$ cat config.mk
export PLATFORM = sky130hd
export DESIGN_NAME = control_unit
export DESIGN_NICKNAME = d
export VERILOG_FILES = /design/src/rtl/control_pkg.sv /design/src/rtl/control_unit_alu_decoder.sv /design/src/rtl/control_unit.sv
export SDC_FILE = /design/constraint.sdc
export NUM_CORES = 1
export LEC_CHECK = 0
export CAP_MARGIN = 30
export CORE_ASPECT_RATIO = 1.25
export CORE_UTILIZATION = 35
export CTS_BUF_LIST = sky130_fd_sc_hd__clkbuf_4 sky130_fd_sc_hd__clkbuf_8 sky130_fd_sc_hd__clkbuf_16
export DETAILED_ROUTE_END_ITERATION = 16
export GPL_ROUTABILITY_DRIVEN = 0
export SLEW_MARGIN = 0
export SYNTH_ARGS = -nofsm -noshare
export SYNTH_HDL_FRONTEND = slang
export SYNTH_SLANG_ARGS = --single-unit
$ cat constraint.sdc
create_clock -name clk -period 3.05 [get_ports clk]
set_clock_uncertainty 0.1 [all_clocks]
set_input_delay 0.305 -clock clk [delete_from_list [all_inputs] [get_ports clk]]
set_output_delay 0.305 -clock clk [all_outputs]
set_load 0.01 [all_outputs]
$ cat src/rtl/control_pkg.sv
`default_nettype none
// ============================================================================
//  Module   : control_pkg
//  Brief    : Shared encodings for the multicycle RV32I main controller.
//  Revision : 1.0 - initial release
// ============================================================================
package control_pkg;

    typedef enum logic [4:0] {
        S_RESET    = 5'd0,
        S_FETCH    = 5'd1,
        S_DECODE   = 5'd2,
        S_MEMADR   = 5'd3,
        S_MEMREAD  = 5'd4,
        S_MEMWB    = 5'd5,
        S_MEMWRITE = 5'd6,
        S_EXECR    = 5'd7,
        S_EXECI    = 5'd8,
        S_ALUWB    = 5'd9,
        S_JAL      = 5'd10,
        S_JALR     = 5'd11,
        S_LINK     = 5'd12,
        S_BRANCH   = 5'd13,
        S_LUI      = 5'd14,
        S_AUIPC    = 5'd15,
        S_TRAP     = 5'd16
    } state_t;

    typedef enum logic [1:0] {
        CLS_OTHER  = 2'd0,
        CLS_R      = 2'd1,
        CLS_I      = 2'd2,
        CLS_BRANCH = 2'd3
    } instr_class_t;

    localparam logic [6:0] OP_LOAD   = 7'h03;
    localparam logic [6:0] OP_STORE  = 7'h23;
    localparam logic [6:0] OP_RTYPE  = 7'h33;
    localparam logic [6:0] OP_ITYPE  = 7'h13;
    localparam logic [6:0] OP_JAL    = 7'h6F;
    localparam logic [6:0] OP_JALR   = 7'h67;
    localparam logic [6:0] OP_BRANCH = 7'h63;
    localparam logic [6:0] OP_LUI    = 7'h37;
    localparam logic [6:0] OP_AUIPC  = 7'h17;

    localparam logic [3:0] ALU_ADD  = 4'd0;
    localparam logic [3:0] ALU_SUB  = 4'd1;
    localparam logic [3:0] ALU_AND  = 4'd2;
    localparam logic [3:0] ALU_OR   = 4'd3;
    localparam logic [3:0] ALU_XOR  = 4'd4;
    localparam logic [3:0] ALU_SLL  = 4'd5;
    localparam logic [3:0] ALU_SRL  = 4'd6;
    localparam logic [3:0] ALU_SRA  = 4'd7;
    localparam logic [3:0] ALU_SLT  = 4'd8;
    localparam logic [3:0] ALU_SLTU = 4'd9;

    localparam logic [2:0] IMM_I = 3'd0;
    localparam logic [2:0] IMM_S = 3'd1;
    localparam logic [2:0] IMM_B = 3'd2;
    localparam logic [2:0] IMM_J = 3'd3;
    localparam logic [2:0] IMM_U = 3'd4;

    localparam logic [1:0] RES_ALUOUT = 2'd0;
    localparam logic [1:0] RES_DMEM   = 2'd1;
    localparam logic [1:0] RES_ALURES = 2'd2;
    localparam logic [1:0] RES_IMM    = 2'd3;

    localparam logic [1:0] SRCA_PC    = 2'd0;
    localparam logic [1:0] SRCA_OLDPC = 2'd1;
    localparam logic [1:0] SRCA_RS1   = 2'd2;

    localparam logic [1:0] SRCB_RS2  = 2'd0;
    localparam logic [1:0] SRCB_IMM  = 2'd1;
    localparam logic [1:0] SRCB_FOUR = 2'd2;

    typedef struct packed {
        logic       adr_src;
        logic       mem_write;
        logic       ir_write;
        logic       reg_write;
        logic       pc_write;
        logic [1:0] result_src;
        logic [1:0] alu_src_a;
        logic [1:0] alu_src_b;
        logic [3:0] alu_control;
        logic       illegal;
    } ctrl_t;

    function automatic logic [2:0] imm_src_of(input logic [6:0] op);
        case (op)
            OP_LOAD, OP_ITYPE, OP_JALR: return IMM_I;
            OP_STORE:                   return IMM_S;
            OP_BRANCH:                  return IMM_B;
            OP_JAL:                     return IMM_J;
            OP_LUI, OP_AUIPC:           return IMM_U;
            default:                    return 3'd0;
        endcase
    endfunction

endpackage
`default_nettype wire

$ cat src/rtl/control_unit_alu_decoder.sv
`default_nettype none
// ============================================================================
//  Module   : alu_decoder
//  Brief    : Maps instruction class and funct fields to an ALU operation.
//  Revision : 1.0 - initial release
// ============================================================================
module alu_decoder
    import control_pkg::*;
(
    input  logic [1:0] i_cls,
    input  logic [2:0] i_funct3,
    input  logic       i_funct7_5,
    output logic [3:0] o_alu_control
);

    always_comb begin
        o_alu_control = ALU_ADD;
        if (i_cls == CLS_BRANCH) begin
            // Equality compares via SUB; ordered compares via the SLT flavours.
            case (i_funct3)
                3'd0, 3'd1: o_alu_control = ALU_SUB;
                3'd4, 3'd5: o_alu_control = ALU_SLT;
                3'd6, 3'd7: o_alu_control = ALU_SLTU;
                default:    o_alu_control = ALU_ADD;
            endcase
        end else if ((i_cls == CLS_R) || (i_cls == CLS_I)) begin
            case (i_funct3)
                3'd0:    o_alu_control = ((i_cls == CLS_R) && i_funct7_5) ? ALU_SUB : ALU_ADD;
                3'd1:    o_alu_control = ALU_SLL;
                3'd2:    o_alu_control = ALU_SLT;
                3'd3:    o_alu_control = ALU_SLTU;
                3'd4:    o_alu_control = ALU_XOR;
                3'd5:    o_alu_control = i_funct7_5 ? ALU_SRA : ALU_SRL;
                3'd6:    o_alu_control = ALU_OR;
                default: o_alu_control = ALU_AND;
            endcase
        end
    end

endmodule
`default_nettype wire

$ cat src/rtl/control_unit.sv
`default_nettype none
// ============================================================================
//  Module   : control_unit
//  Brief    : Multicycle RV32I main controller (Moore FSM, Mealy branch term).
//  Revision : 1.0 - initial release
// ============================================================================
module control_unit
    import control_pkg::*;
(
    input  logic       clk,
    input  logic       reset,
    input  logic [6:0] op_code,
    input  logic [2:0] funct3,
    input  logic [6:0] funct7,
    input  logic       Zero,
    output logic       adr_src,
    output logic       mem_write,
    output logic       IR_write,
    output logic       reg_write,
    output logic       PC_write,
    output logic [1:0] result_src,
    output logic [1:0] alu_src_a,
    output logic [1:0] alu_src_b,
    output logic [2:0] imm_src,
    output logic [3:0] alu_control,
    output logic       illegal
);

    state_t     r_state;
    state_t     w_next_state;
    ctrl_t      r_ctrl;
    logic [1:0] w_cls;
    logic [3:0] w_alu_op;
    logic       w_branch_ok;
    logic       w_branch_taken;
    logic       w_unused;

    assign w_unused = &{1'b0, funct7[6], funct7[4:0]};

    always_comb begin
        case (op_code)
            OP_RTYPE:  w_cls = CLS_R;
            OP_ITYPE:  w_cls = CLS_I;
            OP_BRANCH: w_cls = CLS_BRANCH;
            default:   w_cls = CLS_OTHER;
        endcase
    end

    alu_decoder u_alu_decoder (
        .i_cls         (w_cls),
        .i_funct3      (funct3),
        .i_funct7_5    (funct7[5]),
        .o_alu_control (w_alu_op)
    );

    // funct3 2/3 are not branches; the others take on Zero or its inverse.
    assign w_branch_ok    = (funct3 != 3'd2) && (funct3 != 3'd3);
    assign w_branch_taken = (funct3[2] ^ funct3[0]) ? ~Zero : Zero;

    always_comb begin
        w_next_state = r_state;
        case (r_state)
            S_RESET:    w_next_state = S_FETCH;
            S_FETCH:    w_next_state = S_DECODE;
            S_DECODE: begin
                case (op_code)
                    OP_LOAD, OP_STORE: w_next_state = S_MEMADR;
                    OP_RTYPE:          w_next_state = S_EXECR;
                    OP_ITYPE:          w_next_state = S_EXECI;
                    OP_JAL:            w_next_state = S_JAL;
                    OP_JALR:           w_next_state = S_JALR;
                    OP_BRANCH:         w_next_state = S_BRANCH;
                    OP_LUI:            w_next_state = S_LUI;
                    OP_AUIPC:          w_next_state = S_AUIPC;
                    default:           w_next_state = S_TRAP;
                endcase
            end
            S_MEMADR:   w_next_state = (op_code == OP_STORE) ? S_MEMWRITE : S_MEMREAD;
            S_MEMREAD:  w_next_state = S_MEMWB;
            S_MEMWB:    w_next_state = S_FETCH;
            S_MEMWRITE: w_next_state = S_FETCH;
            S_EXECR:    w_next_state = S_ALUWB;
            S_EXECI:    w_next_state = S_ALUWB;
            S_ALUWB:    w_next_state = S_FETCH;
            S_JAL:      w_next_state = S_ALUWB;
            S_JALR:     w_next_state = S_LINK;
            S_LINK:     w_next_state = S_ALUWB;
            S_BRANCH:   w_next_state = w_branch_ok ? S_FETCH : S_TRAP;
            S_LUI:      w_next_state = S_FETCH;
            S_AUIPC:    w_next_state = S_ALUWB;
            S_TRAP:     w_next_state = S_TRAP;
            default:    w_next_state = S_TRAP;
        endcase
    end

    // Control word for a state; registered on entry so outputs depend on state only.
    function automatic ctrl_t ctrl_for(input state_t s, input logic [3:0] alu_op);
        ctrl_t c;
        c = '0;
        case (s)
            S_FETCH: begin
                c.ir_write    = 1'b1;
                c.alu_src_a   = SRCA_PC;
                c.alu_src_b   = SRCB_FOUR;
                c.alu_control = ALU_ADD;
                c.result_src  = RES_ALURES;
                c.pc_write    = 1'b1;
            end
            S_DECODE: begin
                c.alu_src_a = SRCA_OLDPC;
                c.alu_src_b = SRCB_IMM;
            end
            S_MEMADR: begin
                c.alu_src_a = SRCA_RS1;
                c.alu_src_b = SRCB_IMM;
            end
            S_MEMREAD: begin
                c.adr_src    = 1'b1;
                c.result_src = RES_ALUOUT;
            end
            S_MEMWB: begin
                c.result_src = RES_DMEM;
                c.reg_write  = 1'b1;
            end
            S_MEMWRITE: begin
                c.adr_src    = 1'b1;
                c.result_src = RES_ALUOUT;
                c.mem_write  = 1'b1;
            end
            S_EXECR: begin
                c.alu_src_a   = SRCA_RS1;
                c.alu_src_b   = SRCB_RS2;
                c.alu_control = alu_op;
            end
            S_EXECI: begin
                c.alu_src_a   = SRCA_RS1;
                c.alu_src_b   = SRCB_IMM;
                c.alu_control = alu_op;
            end
            S_ALUWB: begin
                c.result_src = RES_ALUOUT;
                c.reg_write  = 1'b1;
            end
            S_JAL: begin
                c.alu_src_a  = SRCA_OLDPC;
                c.alu_src_b  = SRCB_FOUR;
                c.result_src = RES_ALUOUT;
                c.pc_write   = 1'b1;
            end
            S_JALR: begin
                c.alu_src_a  = SRCA_RS1;
                c.alu_src_b  = SRCB_IMM;
                c.result_src = RES_ALURES;
                c.pc_write   = 1'b1;
            end
            S_LINK: begin
                c.alu_src_a = SRCA_OLDPC;
                c.alu_src_b = SRCB_FOUR;
            end
            S_BRANCH: begin
                c.alu_src_a   = SRCA_RS1;
                c.alu_src_b   = SRCB_RS2;
                c.result_src  = RES_ALUOUT;
                c.alu_control = alu_op;
            end
            S_LUI: begin
                c.result_src = RES_IMM;
                c.reg_write  = 1'b1;
            end
            S_AUIPC: begin
                c.alu_src_a = SRCA_OLDPC;
                c.alu_src_b = SRCB_IMM;
            end
            S_TRAP: begin
                c.illegal = 1'b1;
            end
            default: c = '0;
        endcase
        return c;
    endfunction

    always_ff @(posedge clk or negedge reset) begin
        if (!reset) begin
            r_state <= S_RESET;
            r_ctrl  <= '0;
        end else begin
            r_state <= w_next_state;
            r_ctrl  <= ctrl_for(w_next_state, w_alu_op);
        end
    end

    assign adr_src     = r_ctrl.adr_src;
    assign mem_write   = r_ctrl.mem_write;
    assign IR_write    = r_ctrl.ir_write;
    assign reg_write   = r_ctrl.reg_write;
    assign result_src  = r_ctrl.result_src;
    assign alu_src_a   = r_ctrl.alu_src_a;
    assign alu_src_b   = r_ctrl.alu_src_b;
    assign alu_control = r_ctrl.alu_control;
    assign illegal     = r_ctrl.illegal;

    // Branch PC load is the only output that sees same-cycle Zero.
    assign PC_write = r_ctrl.pc_write
                    | ((r_state == S_BRANCH) & w_branch_ok & w_branch_taken);

    assign imm_src = reset ? imm_src_of(op_code) : 3'd0;

endmodule
`default_nettype wire

# ---- Word level (Yosys, flattened, before mapping)
# Index checks and enable logic that the tools add are counted.
dict set report op_classes {
  addsub 0
  n_reduce_logical 21
  n_eq_ne 52
  n_lt_le_gt_ge 0
  mux 23
  bitwise_logic 5
  n_shift 0
  multipliers 0
  div_mod_pow 0
}
# cell count
set op_table {}
lappend op_table {{$eq 5x4->1 const B} 16}
lappend op_table {{$pmux 5 s8} 2}
lappend op_table {{$eq 5x3->1 const B} 8}
lappend op_table {{$pmux 4 s7} 1}
lappend op_table {{$eq 7x6->1 const B} 3}
lappend op_table {{$eq 7x7->1 const B} 3}
lappend op_table {{$eq 5x2->1 const B} 4}
lappend op_table {{$pmux 4 s5} 1}
lappend op_table {{$reduce_or 2->1} 10}
lappend op_table {{$eq 7x5->1 const B} 2}
lappend op_table {{$eq 3x3->1 const B} 4}
lappend op_table {{$mux 4} 3}
lappend op_table {{$pmux 2 s3} 2}
lappend op_table {{$pmux 3 s4} 1}
lappend op_table {{$pmux 4 s3} 1}
lappend op_table {{$reduce_or 3->1} 4}
lappend op_table {{$eq 5x1->1 const B} 2}
lappend op_table {{$reduce_or 5->1} 2}
lappend op_table {{$mux 1} 9}
lappend op_table {{$eq 7x2->1 const B} 1}
lappend op_table {{$eq 3x2->1 const B} 2}
lappend op_table {{$ne 3x2->1 const B} 2}
lappend op_table {{$eq 5x5->1 const B} 1}
lappend op_table {{$logic_not 5->1} 1}
lappend op_table {{13 further kinds} 16}
dict set report totals {
  ff_bits 21
  mem_bits_ro 0
  mem_count 0
  ram_bits 0
  wordCells 112
  output_inout_bits 19
  latchBits 0
}

# ---- Logic depth before layout (Yosys ltp)
# Gate-level depths: netlist of run 1.
dict set report logic_depth {
  word_depth 9
  mapped_depth 9
  mapped_depth_nobuf 8
}

# ---- Hierarchy
# Synthesis of run 1 repeated with hierarchy kept, for this count alone.
dict set report hier_totals {
  hier_cells 160
  area_unflattened_um2 1425.1
}
# module instances area_per_inst_um2 cells_per_inst
set by_module_without_submodules {}
lappend by_module_without_submodules {control_unit 1 1300.0 140}
lappend by_module_without_submodules {alu_decoder 1 125.1 20}

# ---- Least setup slack after synthesis of run 1
# OpenSTA, ideal clock, no wires.
dict set report synth_path {
  path_kind {flip-flop to flip-flop}
  startpoint {register r_state[3]}
  endpoint {register r_ctrl, in the netlist alu_control[2]}
  arrival_time_ns 1.769
  period_less_slack_ns 2.003
  setup_slack_ns 1.047
  setup_time_ns 0.134
  stages_incl_launch_ff 10
  cell_sequence {dfrtp_1 buf_6 nor3_4 and3b_2 nor4b_2 or2_1 buf_6 nor2_4 a311oi_2 nor3_1}
}
dict set report synth_via {
  elab_chain_len 6
  elab_cells_between_ends 24
}
# item line_no
set synth_rtl {}
lappend synth_rtl {{from (decl)} control_unit.sv:29} ;# state_t r_state;
lappend synth_rtl {{from (signal assigned)} control_unit.sv:187} ;# r_state <= w_next_state;
lappend synth_rtl {{$eq 5x4->1, or another cell as far along} control_unit.sv:62} ;# case (r_state)
lappend synth_rtl {{$reduce_or 5->1 (no source line)} -}
lappend synth_rtl {{$pmux 5 s8 *} control_unit.sv:62}
lappend synth_rtl {{net w_next_state[0]} control_unit.sv:30} ;# state_t w_next_state;
lappend synth_rtl {{$eq 5x4->1 / $eq 5x3->1 (equally long branches)} control_unit.sv:100} ;# case (s)
lappend synth_rtl {{$reduce_or 3->1 (no source line) *} -}
lappend synth_rtl {{$mux 4 *} control_unit.sv:100}
lappend synth_rtl {{to (signal assigned)} control_unit.sv:188} ;# r_ctrl <= ctrl_for(w_next_state, w_alu_op);
lappend synth_rtl {{to (decl)} control_unit.sv:31} ;# ctrl_t r_ctrl;
# Mark *: on every way through the listed nets, which the timed path passes. The rest lies on a longest branch.

# ---- Final worst setup path of run 1
dict set report layout_path {
  startpoint {input op_code[6]}
  endpoint {output imm_src[2]}
}
dict set report layout_via {
  elab_chain_len 4
  elab_cells_between_ends 8
}
# item line_no
set layout_rtl {}
lappend layout_rtl {{from (decl)} control_unit.sv:12} ;# input logic [6:0] op_code,
lappend layout_rtl {{$eq 7x6->1 / $eq 7x5->1 (equally long branches)} control_pkg.sv:90} ;# case (op)
lappend layout_rtl {{$reduce_or 2->1} control_pkg.sv:90}
lappend layout_rtl {{$pmux 3 s4 *} control_pkg.sv:90}
lappend layout_rtl {{$mux 3 *} control_unit.sv:206} ;# assign imm_src = reset ? imm_src_of(op_code) : 3'd0;
lappend layout_rtl {{to (decl)} control_unit.sv:24} ;# output logic [2:0] imm_src,
# Mark *: on every way between the ends. The rest lies on a longest branch, timed or not.

==> key figures, run 1 <==
Route
  – Initial drt markers: 24
  – Via/cell ratio: 5.109
  – Routed WL: 3105 um
  – First-pass detailed-route iteration total: 4
  – Via Count: approximately 1.2k
  – Post-route ant nets: 0
  – DR DRC count: 0
  – WL/cell: 12.99 um

Logic synthesis
  – Syn Inst Count: roughly 160
  – Ys async rst share: 100.0%
  – Mapped cell area: around 1500 um2
  – Most frequent cell after synthesis: dfrtp_1
  – Cell taking the most area after synthesis: dfrtp_1
  – Synthesized net count: between 150 and 200
  – Synth Register Bits: 21
  – YS warnings: 0
  – Register area share after synthesis: 34.91%
  – Top cells by area, synth: dfrtp_1 35%, buf_4 6.5%, nor2_1 3.5%
  – Ys flop type: dfrtp_1
  – Number of flops mapped to enable cells by yosys: 0
  – Synth cell types: 53
  – Synth top area share: a little over a third
  – Avg Inst Size Synth: 9.234 um2
  – Top cells by count, synth: 21 x dfrtp_1, 14 x nor2_1, 13 x buf_4

Timing
  – Achievable Freq: 399.5 MHz
  – Unrepaired setup endpoints after global routing: false
  – Max-slew headroom: a little under three quarters
  – Slew Viols, Final: 0
  – Setup TNS Final: 0 ps
  – Tmin final: about 2500 ps
  – Tcrit/Tclk final: around 82%
  – Fin. Hold Viols: 0
  – Final setup vio count: 0
  – Least-Margin Pin Slew: roughly 430 ps

Power
  – Pwr/cell area: 299.6 nW/um2
  – Reg power frac: 52.3%
  – Clock network power share: about a third
  – Combinational power share: between 10% and 20%
  – Leak: between 0.7 and 0.8 nW
  – P_sw: about 0.00013 W
  – Sw Ratio: 24.58%
  – Overall power: around 0.00055 W
  – Pint: 0.0004137 W
  – Max VDD drop: 0.0001287 V

Final layout
  – Final nets: roughly 210
  – Ant diodes: 0
  – Final cell count without fillers: between 200 and 250
  – Share of layout cells above drive strength 1: a little over an eighth
  – Area growth syn-to-layout: 21.61%
  – Fin area: roughly 1800 um2

Setup path
  – Worst path arrival time: ~2100 ps
  – Critical Path, Cell by Cell: clkdlybuf4s50_1, buf_4, nor3b_2, and4_1, clkdlybuf4s50_1
  – Setup crit end kind: output pin
  – Worst setup path start: op_code[6]
  – CP Class: in2out
  – Critical Path Most Common Cell: clkdlybuf4s50_1
  – Reg-to-reg endpoint: alu_control[2]
  – Max stage delay on crit path: roughly 540 ps
  – Setup slack, reg-to-reg: between 500 and 600 ps
  – CP startpoint kind: input pin
  – CP Data Required Time: 2640 ps
  – Max Fanout on Critical Path: 8
  – Reg2reg start: r_state[2]
  – Worst path slowest cell: clkdlybuf4s50_1
  – FF-to-FF path depth: 7
  – Crit path capture: imm_src[2]

Clocking
  – Clock Sinks: 21
  – Setup Buffers After CTS: 0
  – Post-CTS Resized: 0
  – Root buffer cell: clkbuf_8
  – CTS H-Tree Depth: 1
  – CTS Hold Bufs: 0
  – CTS tree: yes
  – Clock Latency Late Sink: 260 ps
  – Clock transition at path regs: 80 ps
  – CTS buffer count: 3
  – CTS max path bufs: 2

Global routing
  – Vias in the first global route: approximately 1.1k
  – Largest net degree at the start of global routing: 22
  – Initial antenna violation count: 0
  – Grt ovf: 0
  – First-pass GRT wire length: 5050 um
  – GRT Resource Usage Total: 14.83%

Placed design
  – Post-DP HPWL: ~2400 um
  – Input/output buffers: 32
  – Placed cell area: 1784 um2
  – # placed instances: between 200 and 250

Floorplanning
  – Core Region: just over 4000 um2
  – Placement row count: 26
  – DIE WIDTH: between 60 and 70 um
  – Full die area: about 4600 um2
  – I/O pin count: 39
  – Initial Util: between 30% and 40%
  – Height of the die: 75.32 um

Outcome
  – Outcome: completed

Hold path
  – HP Class: in2async

Job
  – Max Cap Viol: 0
==> area by class of cell <==
type / count / area, um2
fill: 424 / 2268
sequential: 21 / 525.5
inverter: 5 / 18.77
clock inverter: 1 / 5.005
multi-input combinational: 116 / 812.0
timing repair buffer: 37 / 357.8
tap: 56 / 70.07
clock buffer: 3 / 41.29
==> power by group through the flow <==
stage,Sequential [W],Clock (W),Combinational [W]
after floorplan,0.000289,0,0.0000455
after global placement,0.000292,0,0.0000817
after detailed placement,0.000292,0,0.0000833
after CTS,0.000287,0.000188,0.0000837
after global routing,0.000287,0.000198,0.0000919
final,0.000287,0.000178,0.0000832
==> worst max-delay path, delay by kind of cell <==
kind                   cells  cell delay [ps]
buffers and inverters      3             1300
and+or+nand+nor            2              500
==> how the worst min path moves through the flow <==
| stage | start | endpoint | slack (ps) | cells past startpoint |
|---|---|---|---|---|
| global route | reset | IR_write | 480 | 2 |
| floorplan | reset | IR_write | -90 | 0 |
| detailed placement | r_state[4] | result_src[0] | 620 | 1 |
| CTS | reset | alu_src_b[1] | 450 | 2 |
| finish | reset | r_state[3] | 440 | 2 |
| global placement | r_state[0] | result_src[0] | 620 | 1 |
==> stage by stage <==
| stage | util [%] | hold WS [ps] | setup slack (ps) |
|---|---|---|---|
| CTS | 44.66 | 453.0 | 550.5 |
| floorplan | - | -90.59 | 1047 |
| detailed placement | 43.53 | 618.3 | 306.5 |
| finish | 44.66 | 436.9 | 547.1 |
| global placement | 43.53 | 616.5 | 347.0 |
| global route | 44.66 | 477.8 | 428.3 |
==> registers in the layout, summed over array words and instances, names as in the netlist <==
signal	count
IR_write	1
adr_src	1
alu_control	4
alu_src_a	2
alu_src_b	2
illegal	1
mem_write	1
r_ctrl	1
r_state	5
reg_write	1
result_src	2
==> logic make-up after synthesis <==
kind of cell | synth area share (%)
and+or+nand+nor | 28.68
AOI/OAI and AO/OA | 19.37
buffers and inverters | 11.14
DFF | 34.91
xor gates and xnor gates | 2.909
muxes | 1.330
adders and majority gates | 1.662
==> layout by cell type, fill, tap and decap left out, types with 2 or more instances in the layout <==
cell,instances
nor2_1,14
nor3b_2,2
o21ai_0,7
o221ai_1,2
ha_1,2
nand2b_1,5
nand2_1,9
clkdlybuf4s50_1,32
o21ai_1,3
a22oi_1,4
nor2b_1,6
and3b_1,2
nor3_1,5
o211ai_1,3
nand3b_1,2
and2_1,2
dfrtp_1,21
nor4b_2,2
o21a_1,2
buf_4,5
clkbuf_8,3
nand4_1,2
nand3_1,6
mux2i_1,2
a21oi_1,6
inv_1,4
a311oi_2,2
xnor2_1,4
==> per-layer routing <==
metal | routed length, um | up-vias | GRT usage (%) | share of wire (%)
li1 | - | 614 | - | -
met1 | 1378 | 569 | 18.66 | 44
met2 | 1591 | 36 | 25.27 | 51
met3 | 104 | 2 | 1.698 | 3.3
met4 | 30 | 0 | 6.818 | 0.97
met5 | 0 | - | 0 | 0
Power figures use the tool's default switching activity.
==> run 2: changes to the inputs <==
Clock period 3.05 ns to 2.36 ns, I/O delays scaled along.
==> key figures, run 2 (synthesis results as in run 1) <==
Outcome
  – Outcome: completed

Global routing
  – Grt ovf: 0 (unchanged)
  – Vias in the first global route: 1264 (+16%)
  – First-pass GRT wire length: 5727 um (+13%)
  – Initial antenna violation count: 0 (unchanged)
  – GRT Resource Usage Total: 16.90% (+2.1 points)
  – Largest net degree at the start of global routing: 22 (unchanged)

Clocking
  – Clock Latency Late Sink: 260 ps (about the same)
  – CTS H-Tree Depth: 1 (unchanged)
  – Root buffer cell: clkbuf_8
  – CTS tree: yes
  – CTS Hold Bufs: 0 (unchanged)
  – Clock transition at path regs: 80 ps (about the same)
  – CTS buffer count: 3 (unchanged)
  – CTS max path bufs: 2 (unchanged)
  – Post-CTS Resized: 0 (unchanged)
  – Setup Buffers After CTS: 0 (unchanged)
  – Clock Sinks: 21 (unchanged)

Power
  – Pint: 0.0005509 W (+33%)
  – P_sw: 0.0001852 W (+37%)
  – Combinational power share: 17.8% (+2.6 points)
  – Pwr/cell area: 357.0 nW/um2 (+19%)
  – Reg power frac: 50.0% (-2.3 points)
  – Max VDD drop: 0.0001857 V (+44%)
  – Sw Ratio: 25.17% (+0.59 points)
  – Clock network power share: 32.2% (-0.3 points)
  – Leak: 0.8688 nW (+21%)

Setup path
  – Worst path arrival time: 1910 ps (-190 ps)
  – FF-to-FF path depth: 8 (+1)
  – CP startpoint kind: input pin
  – CP Class: in2out
  – Critical Path Most Common Cell: clkdlybuf4s50_1
  – Setup slack, reg-to-reg: 150 ps (-410 ps)
  – Critical Path, Cell by Cell: clkdlybuf4s50_1, nor3b_2, buf_4, and4_1, clkdlybuf4s50_1
  – Worst path slowest cell: clkdlybuf4s50_1
  – Reg2reg start: r_state[3]
  – CP Data Required Time: 2020 ps (-620 ps)
  – Setup crit end kind: output pin
  – Max Fanout on Critical Path: 5 (-3)
  – Reg-to-reg endpoint: alu_src_a[1]
  – Max stage delay on crit path: 540 ps (about the same)

Final layout
  – Area growth syn-to-layout: 36.99%
  – Final nets: 235 (+14%)
  – Most frequent cells in the layout: 34 x buf_4, 32 x clkdlybuf4s50_1, 21 x dfrtp_1, 13 x nor2_1, 9 x nand2_1
  – Largest reg by FF count: r_state
  – Share of layout cells above drive strength 1: 26.89% (+14 points)
  – Largest register FFs: 5 (unchanged)
  – Commonest non-fill, non-tap cell in the layout: buf_4
  – Ant diodes: 0 (unchanged)

Route
  – WL/cell: 12.63 um (-2.8%)
  – First-pass detailed-route iteration total: 4 (unchanged)
  – Initial drt markers: 24 (unchanged)
  – Via Count: 1338 (+9.6%)
  – Via/cell ratio: 4.993 (-2.3%)
  – DR DRC count: 0 (unchanged)
  – Routed WL: 3385 um (+9.0%)
  – Post-route ant nets: 0 (unchanged)

Placed design
  – Input/output buffers: 32 (unchanged)
  – Post-DP HPWL: 2776 um (+18%)

Floorplanning
  – Height of the die: 75.32 um (unchanged)
  – Initial Util: 36.72% (unchanged)
  – DIE WIDTH: 60.66 um (unchanged)
  – Full die area: 4569 um2 (unchanged)
  – Core Region: 4099 um2 (unchanged)
  – Placement row count: 26 (unchanged)
  – I/O pin count: 39 (unchanged)

Timing
  – Tmin final: 2250 ps
  – Achievable Freq: 444.4 MHz
  – Max-slew headroom: 76.15% (+5.1 points)
  – Fin. Hold Viols: 0 (unchanged)
  – Hold slack: 402.0 ps (-34.83 ps)
  – Setup TNS Final: 0 ps (unchanged)
  – Tcrit/Tclk final: between 90% and 100%
  – Final setup vio count: 0 (unchanged)
  – Least-Margin Pin Slew: 356.8 ps (-77.63 ps)
  – Slew Viols, Final: 0 (unchanged)

Hold path
  – HP Class: in2async

Job
  – Max Cap Viol: 0 (unchanged)
## run 2: layout make-up
cell class,count,area (um2)
Inverter,5,18.77
Timing Repair Buffer,66,575.6
Fill cell,397,2037
Clock inverter,1,5.005
Sequential cell,21,525.5
Clock buffer,3,41.29
Tap cell,56,70.07
Multi-Input combinational cell,116,825.8
## run 2: critical path, delay by kind of cell
kind | cells | cell delay, ps
simple gates | 2 | 460
buf+inv | 3 | 1200
## run 2: worst max path at each step
stage | startpoint | endpoint | slack, ps | cells after the start
2_1_floorplan | r_state[3] | alu_control[2] | 360 | 9
3_3_place_gp | op_code[4] | alu_control[2] | -110 | 9
3_5_place_dp | op_code[6] | alu_src_a[1] | -180 | 10
4_1_cts | op_code[6] | imm_src[0] | 70 | 7
5_1_grt | r_state[3] | alu_src_a[1] | -40 | 8
6_report | op_code[3] | imm_src[2] | 110 | 5
## run 2: metrics by stage
stage               cells  setup WS (ps)  cell area, um2  total power [W]  util, %
CTS                   268          74.80            2048        0.0007419    49.97
floorplan             163          357.2            1505        0.0004328        -
finish                268          109.9            2062        0.0007361    50.31
global route          268         -41.51            2062        0.0007731    50.31
global placement      264         -108.7            2002        0.0005015    48.84
detailed placement    264         -184.9            2002        0.0005049    48.84
## run 2: power groups by stage
stage / Sequential (W) / Combinational, W / Clock [W]
after floorplan: 0.000374 / 0.0000589 / 0
after global placement: 0.000375 / 0.000126 / 0
after detailed placement: 0.000375 / 0.000130 / 0
after CTS: 0.000368 / 0.000130 / 0.000244
after global routing: 0.000369 / 0.000145 / 0.000259
final: 0.000368 / 0.000131 / 0.000237
## run 2: routing by layer
metal	global-route usage, %	up-vias	wire, um
met5	0	-	0
met4	10.10	0	117
met3	1.188	8	116
met2	29.43	39	1739
met1	20.19	617	1411
li1	-	674	-
